<file path="src/rtl/reset_sequencer_if.sv">
// reset_sequencer_if -- request/status bundle between the ULA top level and
// the reset sequencer.
//   req          active-high internal reset requests
//   ext_rst_n    readback of the open-drain CPU reset line, active low
//   hold_cycles  hold length, sampled when HOLD is entered
//   cause_clr    clears the sticky cause register
//   dom_rst_n    per-domain resets, active low
//   cpu_rst_drive  1 = pull the CPU reset line low
//   busy         1 while any domain is held in reset
//   cause        sticky cause; bit NSRC = external CPU reset
// master: requester side (top level / bench); slave: the sequencer.
interface reset_sequencer_if #(
  parameter int NSRC   = 4,
  parameter int HOLD_W = 8,
  parameter int NDOM   = 3
) ();
  logic [NSRC-1:0]   req;
  logic              ext_rst_n;
  logic [HOLD_W-1:0] hold_cycles;
  logic              cause_clr;
  logic [NDOM-1:0]   dom_rst_n;
  logic              cpu_rst_drive;
  logic              busy;
  logic [NSRC:0]     cause;

  modport master (
    output req, ext_rst_n, hold_cycles, cause_clr,
    input  dom_rst_n, cpu_rst_drive, busy, cause
  );

  modport slave (
    input  req, ext_rst_n, hold_cycles, cause_clr,
    output dom_rst_n, cpu_rst_drive, busy, cause
  );
endinterface

</file>
<file path="src/rtl/reset_sequencer.sv">
// reset_sequencer -- filters NSRC internal reset requests plus the external
// CPU reset line, holds all reset domains for a programmable time, then
// releases them in index order with STAGE_GAP cycles between domains.
// Records a sticky cause for the service ROM.
//   clk28  system clock
//   rst_n  synchronous active-low reset
//   bus    reset_sequencer_if slave modport (requests in, domain resets,
//          CPU reset drive, busy and cause out)
module reset_sequencer #(
  parameter int              NSRC       = 4,
  parameter int              FILT_W     = 3,
  parameter logic [NSRC-1:0] PULSE_MASK = '0,
  parameter int              HOLD_W     = 8,
  parameter int              NDOM       = 3,
  parameter int              STAGE_GAP  = 4
) (
  input  logic clk28,
  input  logic rst_n,
  reset_sequencer_if.slave bus
);

  localparam int GW = (STAGE_GAP > 1) ? $clog2(STAGE_GAP) : 1;
  localparam logic [GW-1:0] GAP_LAST = GW'(STAGE_GAP - 1);

  typedef enum logic [1:0] {S_ASSERT, S_HOLD, S_RELEASE, S_RUN} state_e;

  state_e            state_q;
  logic [HOLD_W-1:0] hold_q;
  logic [GW-1:0]     gap_q;
  logic [NDOM-1:0]   dom_q;
  logic [NDOM-1:0]   dom_nxt;
  logic              drv_q;
  logic              drv_dly_q;
  logic [FILT_W-1:0] ext_cnt_q;
  logic [NSRC:0]     cause_q;
  logic [NSRC:0]     recog;
  logic              any_req;

  // Request recognition, one lane per source.
  for (genvar i = 0; i < NSRC; i++) begin : g_src
    if (PULSE_MASK[i]) begin : g_pulse
      // A single capture flop gives pulses the same registered recognition
      // point as the level filters: sampled at edge n, acted on at n+1.
      logic pls_q;
      always_ff @(posedge clk28) begin
        if (!rst_n) pls_q <= 1'b0;
        else        pls_q <= bus.req[i];
      end
      assign recog[i] = pls_q;
    end else begin : g_level
      logic [FILT_W-1:0] cnt_q;
      always_ff @(posedge clk28) begin
        if (!rst_n)              cnt_q <= '0;
        else if (!bus.req[i])    cnt_q <= '0;
        else if (!(&cnt_q))      cnt_q <= cnt_q + 1'b1;
      end
      assign recog[i] = &cnt_q;
    end
  end

  // External CPU reset filter. While we drive the line, and for one cycle
  // after letting go, the readback is our own echo and must not count.
  always_ff @(posedge clk28) begin
    if (!rst_n) begin
      ext_cnt_q <= '0;
      drv_dly_q <= 1'b1;
    end else begin
      drv_dly_q <= drv_q;
      if (drv_q || drv_dly_q || bus.ext_rst_n) ext_cnt_q <= '0;
      else if (!(&ext_cnt_q))                  ext_cnt_q <= ext_cnt_q + 1'b1;
    end
  end
  assign recog[NSRC] = &ext_cnt_q;

  assign any_req = |recog;

  // Sticky cause: set has priority over clear for the same bit.
  always_ff @(posedge clk28) begin
    if (!rst_n) cause_q <= '0;
    else        cause_q <= (bus.cause_clr ? '0 : cause_q) | recog;
  end

  // Domain release shifts a 1 in from domain 0 upward.
  assign dom_nxt = (dom_q << 1) | NDOM'(1);

  always_ff @(posedge clk28) begin
    if (!rst_n) begin
      state_q <= S_HOLD;
      hold_q  <= bus.hold_cycles;
      gap_q   <= '0;
      dom_q   <= '0;
      drv_q   <= 1'b1;
    end else if (any_req) begin
      // A request overrides any release or countdown in flight.
      state_q <= S_ASSERT;
      gap_q   <= '0;
      dom_q   <= '0;
      drv_q   <= 1'b1;
    end else begin
      case (state_q)
        S_ASSERT: begin
          state_q <= S_HOLD;
          hold_q  <= bus.hold_cycles;
        end
        S_HOLD: begin
          if (hold_q == '0) begin
            dom_q   <= NDOM'(1);
            gap_q   <= '0;
            drv_q   <= (NDOM == 1) ? 1'b0 : 1'b1;
            state_q <= (NDOM == 1) ? S_RUN : S_RELEASE;
          end else begin
            hold_q <= hold_q - 1'b1;
          end
        end
        S_RELEASE: begin
          if (gap_q == GAP_LAST) begin
            gap_q <= '0;
            dom_q <= dom_nxt;
            drv_q <= ~dom_nxt[NDOM-1];
            if (&dom_nxt) state_q <= S_RUN;
          end else begin
            gap_q <= gap_q + 1'b1;
          end
        end
        S_RUN: ;
        default: state_q <= S_ASSERT;
      endcase
    end
  end

  assign bus.dom_rst_n     = dom_q;
  assign bus.cpu_rst_drive = drv_q;
  assign bus.busy          = ~&dom_q;
  assign bus.cause         = cause_q;

endmodule

</file>
<file path="src/flat_wrapper.sv">
// flat-port wrapper written by rule: the top's interface ports become plain ports
module reset_sequencer_flat 
#(
  parameter int              NSRC       = 4,
  parameter int              FILT_W     = 3,
  parameter logic [NSRC-1:0] PULSE_MASK = '0,
  parameter int              HOLD_W     = 8,
  parameter int              NDOM       = 3,
  parameter int              STAGE_GAP  = 4
)
  (clk28, rst_n, bus_req, bus_ext_rst_n, bus_hold_cycles, bus_cause_clr, bus_dom_rst_n, bus_cpu_rst_drive, bus_busy, bus_cause);
  reset_sequencer_if #(.NSRC(NSRC), .HOLD_W(HOLD_W), .NDOM(NDOM)) bus_i ();
  input  logic clk28;
  input  logic rst_n;
  input wire logic [$bits(bus_i.req)-1:0] bus_req;
  input wire logic [$bits(bus_i.ext_rst_n)-1:0] bus_ext_rst_n;
  input wire logic [$bits(bus_i.hold_cycles)-1:0] bus_hold_cycles;
  input wire logic [$bits(bus_i.cause_clr)-1:0] bus_cause_clr;
  output wire logic [$bits(bus_i.dom_rst_n)-1:0] bus_dom_rst_n;
  output wire logic [$bits(bus_i.cpu_rst_drive)-1:0] bus_cpu_rst_drive;
  output wire logic [$bits(bus_i.busy)-1:0] bus_busy;
  output wire logic [$bits(bus_i.cause)-1:0] bus_cause;
  assign bus_i.req = bus_req;
  assign bus_i.ext_rst_n = bus_ext_rst_n;
  assign bus_i.hold_cycles = bus_hold_cycles;
  assign bus_i.cause_clr = bus_cause_clr;
  assign bus_dom_rst_n = bus_i.dom_rst_n;
  assign bus_cpu_rst_drive = bus_i.cpu_rst_drive;
  assign bus_busy = bus_i.busy;
  assign bus_cause = bus_i.cause;
  reset_sequencer #(.NSRC(NSRC), .FILT_W(FILT_W), .PULSE_MASK(PULSE_MASK), .HOLD_W(HOLD_W), .NDOM(NDOM), .STAGE_GAP(STAGE_GAP)) u_core (.clk28(clk28), .rst_n(rst_n), .bus(bus_i));
endmodule
</file>
<file path="config.mk">
export PLATFORM = sky130hd
export DESIGN_NAME = reset_sequencer_flat
export DESIGN_NICKNAME = d
export VERILOG_FILES = /design/src/rtl/reset_sequencer_if.sv /design/src/rtl/reset_sequencer.sv /design/src/flat_wrapper.sv
export SDC_FILE = /design/constraint.sdc
export NUM_CORES = 1
export LEC_CHECK = 0
export CAP_MARGIN = 0
export CORE_MARGIN = 2
export CORE_UTILIZATION = 53
export DETAILED_ROUTE_END_ITERATION = 16
export PLACE_DENSITY = 0.86
export SLEW_MARGIN = 5
export SYNTH_ARGS = -nofsm -noshare
export SYNTH_HDL_FRONTEND = slang
export SYNTH_SLANG_ARGS = --single-unit
</file>
<file path="constraint.sdc">
create_clock -name clk28 -period 2.25 [get_ports clk28]
set_input_delay 0.3375 -clock clk28 [delete_from_list [all_inputs] [get_ports clk28]]
set_output_delay 0.3375 -clock clk28 [all_outputs]
set_load 0.05 [all_outputs]
</file>
==> results of run 1 <==
## worst reg2reg max path, delay by kind of cell (launching register included)
kind | cells | cell delay (ns)
simple gates | 2 | 0.70
flops | 1 | 0.43
compound gates | 2 | 0.40
fa+ha+maj | 1 | 0.14
buf+inv | 1 | 0.10
## area by class of cell
type	count	area (um2)
inverter	5	18.8
tap	46	57.6
clock buffer	8	58.8
multi-input combinational	133	927
fill	267	1110
timing repair buffer	31	295
sequential	37	821
## metal layers
metal  vias to the layer above  wire length, um  part of all wire, %  GRT usage [%]
met1                       629             1480                   49           21.7
met5                         -                0                    0              0
met4                         0               44                  1.5           7.29
met2                        24             1340                   45           28.1
li1                        694                -                    -              -
met3                         5              127                  4.3           6.83
## Yosys cell counts
cell / count / area share (%)
sky130_fd_sc_hd__o21a_1: 5 / 2.1
sky130_fd_sc_hd__a21oi_1: 7 / 2.0
sky130_fd_sc_hd__nand4_1: 2 / 0.70
sky130_fd_sc_hd__and2_1: 1 / 0.35
sky130_fd_sc_hd__o31ai_1: 2 / 0.84
sky130_fd_sc_hd__xor2_1: 6 / 2.9
sky130_fd_sc_hd__nand2_1: 16 / 3.4
sky130_fd_sc_hd__or3_2: 1 / 0.42
sky130_fd_sc_hd__inv_1: 5 / 1.1
sky130_fd_sc_hd__nand2b_1: 2 / 0.70
sky130_fd_sc_hd__or4_1: 1 / 0.42
sky130_fd_sc_hd__o21ai_0: 12 / 3.4
sky130_fd_sc_hd__a31oi_1: 1 / 0.35
sky130_fd_sc_hd__edfxtp_1: 8 / 13
sky130_fd_sc_hd__or4_4: 1 / 0.63
sky130_fd_sc_hd__or3b_2: 1 / 0.49
sky130_fd_sc_hd__o21a_4: 1 / 0.84
sky130_fd_sc_hd__and4_1: 1 / 0.49
sky130_fd_sc_hd__clkbuf_1: 4 / 0.84
sky130_fd_sc_hd__o21ai_1: 2 / 0.56
sky130_fd_sc_hd__nor2_1: 20 / 4.2
sky130_fd_sc_hd__xnor2_1: 4 / 2.0
sky130_fd_sc_hd__mux2i_1: 10 / 5.6
sky130_fd_sc_hd__nand3_1: 3 / 0.84
sky130_fd_sc_hd__or3b_1: 1 / 0.49
sky130_fd_sc_hd__nor2b_1: 6 / 2.1
sky130_fd_sc_hd__a21o_1: 4 / 1.7
sky130_fd_sc_hd__dfxtp_1: 29 / 33
sky130_fd_sc_hd__or3_1: 2 / 0.70
sky130_fd_sc_hd__or2_2: 1 / 0.35
sky130_fd_sc_hd__or4_2: 1 / 0.49
sky130_fd_sc_hd__ha_1: 18 / 13
sky130_fd_sc_hd__nor4_1: 1 / 0.35
## metrics by stage
stage                     setup WS, ns  hold slack, ns
final                            0.167           0.495
after global routing            0.0223           0.519
after CTS                        0.151           0.500
after detailed placement         0.167           0.483
after global placement           0.221           0.478
after floorplan                  0.194           0.424
## power breakdown
part	internal (mW)	total, mW	leakage [nW]	switching (mW)
clock network	0.154	0.360	0.0326	0.205
logic	0.265	0.585	0.567	0.320
registers	0.811	0.907	0.319	0.0967
## sequential cells by signal, summed over array words and instances (netlist names), 2 cells and up
name                        flops
u_core.bus.dom_rst_n            3
u_core.state_q                  2
u_core.ext_cnt_q                3
u_core.hold_q                   8
u_core.bus.cause                5
u_core.g_src.g_level.cnt_q     12
u_core.gap_q                    2
## cell families after synthesis
kind of cell / share of synthesized area (%)
AOI/OAI and AO/OA: 11.7
xor gates and xnor gates: 4.92
adders and majority gates: 12.6
buffers and inverters: 1.90
DFF: 46.1
muxes: 5.62
and+or+nand+nor: 17.1
## worst paths after layout
check | start | to | slack, ns
worst min register to register | u_core.gap_q[1] | u_core.gap_q[1] | 0.50
worst max-delay path | u_core.hold_q[0] | u_core.hold_q[2] | 0.17
worst max register to register | u_core.hold_q[0] | u_core.hold_q[2] | 0.17
worst min-delay path | u_core.gap_q[1] | u_core.gap_q[1] | 0.50
==> impl_metrics.sql, run 1 <==
INSERT INTO impl_metrics (metric_group, metric, value, unit) VALUES
('final_layout', 'leading_cell_type_in_the_layout_fill_and_taps_excluded', 'sky130_fd_sc_hd__dfxtp_1', ''),
('timing', 'period_minus_slack', '2.08', 'ns'),
('placement', 'globalplace.congestion', '0.789', ''),
('min_path', 'worst_hold_path.num_cells', '2', ''),
('timing', 'finalSetupViolCount', '0', ''),
('run_status', 'status', 'complete, no violations', ''),
('clock_network', 'clock_insertion_delay_worst_skew', '0.34', 'ns'),
('worst_setup_path', 'timing.reg2reg.worst_path_depth', '6', ''),
('routing', 'drtAntennaViolNets', '0', ''),
('clock_network', 'post_cts_resize_count', '0', ''),
('routing', 'routed-via-count', '1352', ''),
('final_layout', 'num_antenna_cells', '0', ''),
('min_path', 'hold_path_class', 'register to register', ''),
('timing', 'timing.fmax', '480', 'MHz'),
('final_layout', 'layout.nets', '247', ''),
('placement', 'detailed_place.area', '2120', 'um2'),
('worst_setup_path', 'critical_path.startpoint_type', 'register', ''),
('routing', 'routed_wirelength', '2990', 'um'),
('logic_synthesis', 'synthesis.area_per_instance', '9.95', 'um2'),
('floorplan', 'rows', '21', ''),
('timing', 'tightest_slew', '0.502', 'ns'),
('floorplan', 'die_w', '62.0', 'um'),
('logic_synthesis', 'synth_sequential_area_ratio', '46.1', '%'),
('final_layout', 'postLayoutCellArea', '2180', 'um2'),
('placement', 'port-buffer-count', '25', ''),
('timing', 'max_slew_vio_count', '0', ''),
('logic_synthesis', 'netlist_instances', '179', ''),
('logic_synthesis', 'yosysWarningCount', '0', ''),
('timing', 'slew-limit-headroom', '66.4', '%'),
('clock_network', 'postCtsSetupRepairBufs', '0', ''),
('final_layout', 'postLayoutCoreUtil', '66.3', '%'),
('routing', 'detail_route.vias_per_cell', '5.20', ''),
('worst_setup_path', 'critical_path.max_fanout', '8', ''),
('floorplan', 'die_footprint', '3840', 'um2'),
('floorplan', 'chipHeight', '62.0', 'um'),
('floorplan', 'floorplan.initialDensity', '54.2', '%'),
('clock_network', 'cts.sink_count', '37', ''),
('timing', 'final.setup.tns', '0', 'ns'),
('worst_setup_path', 'setup.worst_path.class', 'register to register', ''),
('pwr', 'p_per_area', '850', 'nW/um2'),
('routing', 'drt_first_pass_iters', '4', ''),
('grt', 'maximum_number_of_pins_on_one_net_before_global_route_repair', '17', ''),
('final_layout', 'non_filler_instances', '260', ''),
('clock_network', 'cts_root_buf', 'sky130_fd_sc_hd__clkbuf_4', ''),
('grt', 'globalRouteOverflowTotal', '0', ''),
('worst_setup_path', 'critical-path-max-stage-delay', '0.47', 'ns'),
('worst_setup_path', 'worstPathRequired', '2.29', 'ns'),
('logic_synthesis', 'netlist_area_before_placement', '1780', 'um2'),
('clock_network', 'clk_path_buf_depth', '2', ''),
('worst_setup_path', 'critical_path.slowest_cell', 'sky130_fd_sc_hd__or3b_2', ''),
('pwr', 'design_power_total', '1.85', 'mW'),
('worst_setup_path', 'cell_by_cell_trace_of_the_critical_path', 'inv_1 > ha_1 > or3b_2 > o21a_4 > o21ai_0 > nand2_1', ''),
('clock_network', 'cts_buffers', '5', ''),
('placement', 'detailedPlacementHpwl', '2270', 'um'),
('clock_network', 'htreeDepth', '2', ''),
('clock_network', 'cts_hold_buf', '0', ''),
('routing', 'drc', '0', ''),
('clock_network', 'tritoncts', 'built', ''),
('pwr', 'power.leakage', '0.919', 'nW'),
('worst_setup_path', 'crit_cells', '6', ''),
('grt', 'first_global_vias', '1176', ''),
('run', 'max_cap_violations', '0', ''),
('worst_setup_path', 'kind_of_cell_adding_the_most_delay_to_the_critical_path', 'simple AND/OR/NAND/NOR gates', ''),
('final_layout', 'layout.cells.most_common_list', '29 x sky130_fd_sc_hd__dfxtp_1, 25 x sky130_fd_sc_hd__clkdlybuf4s50_1, 20 x sky130_fd_sc_hd__nor2_1', ''),
('grt', 'grt_use_total', '17.8', '%'),
('worst_setup_path', 'buffering_stage_count_on_the_worst_path_with_inverters_included', '1', ''),
('pwr', 'vdd_ir_drop_max', '0.456', 'mV'),
('routing', 'drtIter0Drc', '45', ''),
('grt', 'grt_pass1_wl', '4820', 'um'),
('final_layout', 'syn2layout_area_growth', '22.3', '%'),
('timing', 'final.setup_skew', '0.00583', 'ns');
(Power assumes the default switching activity.)
==> run 2: changes to the inputs <==
CAP_MARGIN = unset   (was 0)
==> results of run 2 <==
Same layout as run 1: the final DEF is identical, and so are final timing and power.
